`config.mk`:
```
export PLATFORM = sky130hd
export DESIGN_NAME = ctrl_pc_unit_flat
export DESIGN_NICKNAME = d
export VERILOG_FILES = /design/src/rtl/ctrl_pc_unit_if.sv /design/src/rtl/ctrl_pc_unit.sv /design/src/flat_wrapper.sv
export SDC_FILE = /design/constraint.sdc
export NUM_CORES = 1
export LEC_CHECK = 0
export CAP_MARGIN = 20
export CORE_MARGIN = 5
export CORE_UTILIZATION = 35
export DETAILED_ROUTE_END_ITERATION = 10
export PLACE_DENSITY = 0.82
export SLEW_MARGIN = 10
export SYNTH_ARGS = -nofsm -noshare
export SYNTH_HDL_FRONTEND = slang
export SYNTH_SLANG_ARGS = --single-unit
```
`constraint.sdc`:
```
create_clock -name clk -period 3.7 [get_ports clk]
set_clock_uncertainty 0.1 [all_clocks]
set_input_delay 1.11 -clock clk [delete_from_list [all_inputs] [get_ports clk]]
set_output_delay 1.11 -clock clk [all_outputs]
set_load 0.05 [all_outputs]
```
`src/rtl/ctrl_pc_unit_if.sv`:
```
// Fetch-side control bundle for ctrl_pc_unit: stall/redirect requests in, registered PC and RAS status out.
interface ctrl_pc_unit_if #(
    parameter int PROG_CTR_WID = 10,
    parameter int RAS_DEPTH    = 4
);
    logic                             stall_IF;
    logic                             branch_taken_EX;
    logic                             call_EX;
    logic                             ret_EX;
    logic [PROG_CTR_WID-1:0]          nxt_prog_ctr_EX;
    logic [PROG_CTR_WID-1:0]          link_addr_EX;
    logic [PROG_CTR_WID-1:0]          prog_ctr;
    logic [$clog2(RAS_DEPTH+1)-1:0]   ras_count;
    logic                             ras_ovf;
    logic                             ras_unf;

    modport master (
        output stall_IF, branch_taken_EX, call_EX, ret_EX, nxt_prog_ctr_EX, link_addr_EX,
        input  prog_ctr, ras_count, ras_ovf, ras_unf
    );

    modport slave (
        input  stall_IF, branch_taken_EX, call_EX, ret_EX, nxt_prog_ctr_EX, link_addr_EX,
        output prog_ctr, ras_count, ras_ovf, ras_unf
    );
endinterface

```
`src/rtl/ctrl_pc_unit.sv`:
```
// Program counter with stall hold, EX redirects and a circular return-address stack.
// Define CTRL_PC_RAS_EN to build the RAS; otherwise call/return act as plain branches and RAS status reads 0.
module ctrl_pc_unit #(
    parameter int PROG_CTR_WID = 10,
    parameter int RESET_VEC    = 0,
    parameter int RAS_DEPTH    = 4
) (
    input  logic          clk,
    input  logic          reset,
    ctrl_pc_unit_if.slave bus
);
    localparam int CNT_WID = $clog2(RAS_DEPTH + 1);

    logic [PROG_CTR_WID-1:0] pc_q;
    logic [PROG_CTR_WID-1:0] pc_inc;

    assign pc_inc       = pc_q + PROG_CTR_WID'(1);
    assign bus.prog_ctr = pc_q;

`ifdef CTRL_PC_RAS_EN
    localparam int PTR_WID = $clog2(RAS_DEPTH);

    logic [PROG_CTR_WID-1:0] ras_mem [RAS_DEPTH];
    logic [PTR_WID-1:0]      ptr_q;
    logic [PTR_WID-1:0]      ptr_dec;
    logic [CNT_WID-1:0]      cnt_q;
    logic                    ovf_q;
    logic                    unf_q;
    logic                    ras_full;
    logic                    ras_empty;
    logic                    push;

    assign ptr_dec   = ptr_q - PTR_WID'(1);
    assign ras_full  = (cnt_q == CNT_WID'(RAS_DEPTH));
    assign ras_empty = (cnt_q == '0);
    // A simultaneous return wins, so the call's push is dropped.
    assign push      = bus.call_EX && !bus.ret_EX && !reset;

    // ptr_q is the next free slot; the top of stack is ptr_q-1, wrapping modulo RAS_DEPTH.
    always_ff @(posedge clk) begin
        if (push) begin
            ras_mem[ptr_q] <= bus.link_addr_EX;
        end
    end

    always_ff @(posedge clk) begin
        if (reset) begin
            pc_q  <= PROG_CTR_WID'(RESET_VEC);
            ptr_q <= '0;
            cnt_q <= '0;
            ovf_q <= 1'b0;
            unf_q <= 1'b0;
        end else if (bus.ret_EX) begin
            if (ras_empty) begin
                pc_q  <= pc_inc;
                unf_q <= 1'b1;
            end else begin
                pc_q  <= ras_mem[ptr_dec];
                ptr_q <= ptr_dec;
                cnt_q <= cnt_q - CNT_WID'(1);
            end
        end else if (bus.call_EX) begin
            pc_q  <= bus.nxt_prog_ctr_EX;
            ptr_q <= ptr_q + PTR_WID'(1);
            if (ras_full) begin
                ovf_q <= 1'b1;
            end else begin
                cnt_q <= cnt_q + CNT_WID'(1);
            end
        end else if (bus.branch_taken_EX) begin
            pc_q <= bus.nxt_prog_ctr_EX;
        end else if (!bus.stall_IF) begin
            pc_q <= pc_inc;
        end
    end

    assign bus.ras_count = cnt_q;
    assign bus.ras_ovf   = ovf_q;
    assign bus.ras_unf   = unf_q;
`else
    logic unused_link;

    assign unused_link = ^bus.link_addr_EX;

    always_ff @(posedge clk) begin
        if (reset) begin
            pc_q <= PROG_CTR_WID'(RESET_VEC);
        end else if (bus.ret_EX || bus.call_EX || bus.branch_taken_EX) begin
            pc_q <= bus.nxt_prog_ctr_EX;
        end else if (!bus.stall_IF) begin
            pc_q <= pc_inc;
        end
    end

    assign bus.ras_count = CNT_WID'(0);
    assign bus.ras_ovf   = 1'b0;
    assign bus.ras_unf   = 1'b0;
`endif
endmodule

```
`src/flat_wrapper.sv`:
```
// flat-port wrapper written by rule: the top's interface ports become plain ports
module ctrl_pc_unit_flat 
#(
    parameter int PROG_CTR_WID = 10,
    parameter int RESET_VEC    = 0,
    parameter int RAS_DEPTH    = 4
)
  (clk, reset, bus_stall_IF, bus_branch_taken_EX, bus_call_EX, bus_ret_EX, bus_nxt_prog_ctr_EX, bus_link_addr_EX, bus_prog_ctr, bus_ras_count, bus_ras_ovf, bus_ras_unf);
  ctrl_pc_unit_if #(.PROG_CTR_WID(PROG_CTR_WID), .RAS_DEPTH(RAS_DEPTH)) bus_i ();
  input  logic clk;
  input  logic reset;
  input wire logic [$bits(bus_i.stall_IF)-1:0] bus_stall_IF;
  input wire logic [$bits(bus_i.branch_taken_EX)-1:0] bus_branch_taken_EX;
  input wire logic [$bits(bus_i.call_EX)-1:0] bus_call_EX;
  input wire logic [$bits(bus_i.ret_EX)-1:0] bus_ret_EX;
  input wire logic [$bits(bus_i.nxt_prog_ctr_EX)-1:0] bus_nxt_prog_ctr_EX;
  input wire logic [$bits(bus_i.link_addr_EX)-1:0] bus_link_addr_EX;
  output wire logic [$bits(bus_i.prog_ctr)-1:0] bus_prog_ctr;
  output wire logic [$bits(bus_i.ras_count)-1:0] bus_ras_count;
  output wire logic [$bits(bus_i.ras_ovf)-1:0] bus_ras_ovf;
  output wire logic [$bits(bus_i.ras_unf)-1:0] bus_ras_unf;
  assign bus_i.stall_IF = bus_stall_IF;
  assign bus_i.branch_taken_EX = bus_branch_taken_EX;
  assign bus_i.call_EX = bus_call_EX;
  assign bus_i.ret_EX = bus_ret_EX;
  assign bus_i.nxt_prog_ctr_EX = bus_nxt_prog_ctr_EX;
  assign bus_i.link_addr_EX = bus_link_addr_EX;
  assign bus_prog_ctr = bus_i.prog_ctr;
  assign bus_ras_count = bus_i.ras_count;
  assign bus_ras_ovf = bus_i.ras_ovf;
  assign bus_ras_unf = bus_i.ras_unf;
  ctrl_pc_unit #(.PROG_CTR_WID(PROG_CTR_WID), .RESET_VEC(RESET_VEC), .RAS_DEPTH(RAS_DEPTH)) u_core (.clk(clk), .reset(reset), .bus(bus_i));
endmodule
```
* Yosys cells after proc, flatten, opt, wreduce, memory -nomap -nowiden
Cells that the tools add are included.
** Operators by class
- $add $sub $neg :: 1
- Equal/unequal tests :: 1
- Muxes and demuxes :: 2
- Reductions and logical operators :: 2
** Operators by type and width (count)
- $mux W10 :: 2
- $add A10 B1 Y10 const B :: 1
- $logic_or A1 B1 Y1 :: 2
- $ne A2 B1 Y1 const B :: 1
** Word-level totals
- Register bits :: 10
- Input port bits :: 26
- Output and inout bits :: 15
- Logic and storage cells :: 7

* Depth between registers and ports, before layout
- Depth after elaboration :: 3
- Depth in mapped cells :: 5
- Gate-level depth less buffers :: 5

* Worst setup path after synthesis
No wires, ideal clock.
- Kind :: input-to-reg
- Start :: input bus_stall_IF
- End :: register u_core.pc_q[9], in the netlist u_core.bus.prog_ctr[9]
- Setup time :: 0.086 ns
- Arrival time :: 1.902 ns
- Data required time :: 3.514 ns
- Slack :: 1.612 ns
- Cell stages on the path :: 4
- Cells stage by stage :: and4b_1 > nand4_1 > xor2_1 > a211oi_1
** On the way
- Word-level cells in the longest chain between the ends :: 1
** Ends and longest elaborated chain
- from (decl) :: line flat_wrapper.sv:12 : input wire logic [$bits(bus_i.stall_IF)-1:0] bus_stall_IF;
- $ne A2 B1 Y1 (no line)
- to (signal assigned) :: line ctrl_pc_unit.sv:87 : pc_q <= PROG_CTR_WID'(RESET_VEC);
- to (signal assigned) :: line ctrl_pc_unit.sv:89 : pc_q <= bus.nxt_prog_ctr_EX;
- to (signal assigned) :: line ctrl_pc_unit.sv:91 : pc_q <= pc_inc;
- to (decl) :: line ctrl_pc_unit.sv:14 : logic [PROG_CTR_WID-1:0] pc_q;
Every way passes these cells.
A chain may end at the register's enable or synchronous reset.

* Worst setup path in the final report
- Start :: register u_core.pc_q[3], in the netlist u_core.bus.prog_ctr[3]
- End :: output bus_prog_ctr[3]
** RTL lines
- to (decl) :: line flat_wrapper.sv:18 : output wire logic [$bits(bus_i.prog_ctr)-1:0] bus_prog_ctr;
No word-level cell between the ends.

==> impl_results.md <==
- Met2 usage: 0.1758
- Minimum clock period: 2.749 ns
- Area growth syn-to-layout: 49.10%
- DIE AREA: 2484 um2
- Register area: 200.2 um2
- Final slew viol count: 0
- Synth warn: 0
- Setup TNS: 0 ns
- Final setup fails: 0
- Clock Tree Buf Depth: 2
- Power Dens Cells: 374.2 nW/um2
- Critical Path, Cell by Cell: clkdlybuf4s50_1
- Leakage: 0.0003127 uW
- # IOs: 41
- ANT nets after route: 0
- Antenna diode count: 0
- Count of routing violations after the opening detailed-route iteration: 5
- Avg WL per Cell: 12.18 um
- Fraction of layout cells with a size suffix above 1: 0.06977
- Die X: 49.84 um
- Cell Count, Final, Fillers Out: 102
- Clk Latency, worst-skew pair: 0.26 ns
- Total CTS buffers: 3
- GRT Util Overall: 0.1034
- Largest fanout on the critical path: 6
- Grt ovf: 0
- Initial antenna violation count: 0
- Design area: 828.3 um2
- Worst hold-check path type: reg2reg
- Worst-path clk slew: 0.07 ns
- Critical path class: reg2out
- IO buf count: 25
- Die H: 49.84 um
- RD Place Congestion: 0.6456
- Largest stage delay on the critical path: 0.85 ns
- Nets: 114
- Final period util: 0.7431
- Met1 Usage GRT: 0.1127
- Final wirelength: 1.242 mm
- Synth cell types: 20
- Critical path arrival: 1.54 ns
- Multi-input gate area: 321.6 um2
- Placed insts: 98
- Hold buffer count at CTS: 0
- CTS tree: built
- Post-CTS Setup Inserts: 0
- Layout fillers: 149
- Commonest non-fill, non-tap cell in the layout: clkdlybuf4s50_1
- DRC viols: 0
- Rows: 14
- Family with the most delay on the worst path: buffers and inverters
- CP Capture Type: primary output
- Highest Clock Rate: 0.3637 GHz
- Critical path's slowest cell: clkdlybuf4s50_1
- Pin count of the biggest net entering global routing: 20
- RSZ-0062 raised after global routing: false
- Initial Util: 0.3688
- Synthesized cell area: 555.5 um2
- Global-route wire length before repair: 1.994 mm
- CTS Sinks: 10
- FF+latch count, synth: 10
- DP HPWL: 960.2 um
- DR vias/cell: 5.020
- Vias: 512
- Placed Area: 792.0 um2
- H-tree Lvls: 1
- Most frequent cells in the layout: 25 x clkdlybuf4s50_1, 10 x nor2_1, 10 x dfxtp_1
- Register area share after synthesis: 0.3604
- Maximum vdd drop: 0.0002010 V
- Slew headroom: 0.5448
- Met3 Use GR: 0.04217
- Startpoint types: register
- TritonRoute pass-1 iters: 2
- Post-Syn Instances: 60
- PostCTS Resize Cnt: 0
- Max Cap Violations: 0
- Worst Max-Slew Pin Slew: 0.6805 ns
- Fin util: 0.5498
- Worst path buffer plus inverter count: 1
- Status: finished, final reports clean
- WHS: 0.4936 ns
- Largest register FFs: 10
- Core Region: 1506 um2
- Vias in the first global route: 490
- CP required: 2.49 ns
- Root Buffer: clkbuf_4
- Hold Violations, Final: 0
- Layer with the highest usage: met2
- Syn Area/Cell: 9.259 um2
stage by stage:
| step | setup WS [ns] | total power [uW] |
|---|---|---|
| floorplan | 1.612 | 184.9 |
| global placement | 1.002 | 214.6 |
| detailed placement | 0.9876 | 216.2 |
| CTS | 0.9495 | 313.7 |
| global route | 0.8960 | 328.4 |
| finish | 0.9507 | 309.9 |
final cells by class:
type	instances	share of cell area
flip-flops and latches	10	0.2417
multi-input cells	47	0.3882
repair buffers	25	0.3021
clock buffers	4	0.04381
well taps	16	0.02417
logic make-up after synthesis:
kind of cell / count (synthesis) / synth area share
xor gates and xnor gates: 9 / 0.1419
muxes: 2 / 0.03604
other: 1 / 0.006750
adders and majority gates: 1 / 0.02252
AOI/OAI and AO/OA: 9 / 0.1306
buffers and inverters: 7 / 0.08783
and+or+nand+nor: 21 / 0.2140
DFF: 10 / 0.3604
routing by layer:
metal | vias up | share of wire
li1 | 257 | -
met1 | 234 | 0.40
met2 | 21 | 0.49
met3 | 0 | 0.11
met4 | 0 | 0
met5 | - | 0
path summary, 6_finish.rpt:
check | start | endpoint | slack, ns | cells after the start
worst max-delay path | u_core.bus.prog_ctr[3]$_SDFFE_PP0P_ | bus_prog_ctr[3] | 0.95 | 1
worst min-delay path | u_core.bus.prog_ctr[9]$_SDFFE_PP0P_ | u_core.bus.prog_ctr[9]$_SDFFE_PP0P_ | 0.49 | 2
worst max register to register | u_core.bus.prog_ctr[0]$_SDFFE_PP0P_ | u_core.bus.prog_ctr[6]$_SDFFE_PP0P_ | 2.23 | 5
worst min register to register | u_core.bus.prog_ctr[9]$_SDFFE_PP0P_ | u_core.bus.prog_ctr[9]$_SDFFE_PP0P_ | 0.49 | 2
report_power, final:
| group | leakage (uW) | internal [uW] | switching, uW |
|---|---|---|---|
| registers | 0.0000834 | 115 | 8.26 |
| clock network | 0.0000210 | 59.7 | 36.6 |
| logic | 0.000208 | 36.2 | 54.0 |
Yosys cell counts:
| cell | instances | area (um2) |
|---|---|---|
| nand4_1 | 2 | 12.51 |
| a211oi_1 | 8 | 60.06 |
| ha_1 | 1 | 12.51 |
| nand3_1 | 1 | 5.000 |
| xnor2_1 | 4 | 35.03 |
| and3b_1 | 1 | 8.760 |
| conb_1 | 1 | 3.750 |
| and4_1 | 1 | 8.760 |
| nor2b_1 | 1 | 6.260 |
| and4b_1 | 1 | 10.01 |
| buf_1 | 1 | 3.750 |
| a211oi_2 | 1 | 12.51 |
| buf_4 | 6 | 45.04 |
| xor2_1 | 5 | 43.79 |
| nor2_1 | 10 | 37.54 |
| dfxtp_1 | 10 | 200.2 |
| mux2i_1 | 2 | 20.02 |
| nor3_4 | 1 | 16.27 |
| nand2_1 | 2 | 7.510 |
| and3_1 | 1 | 6.260 |
No activity file was read; power rests on OpenSTA's default activity.
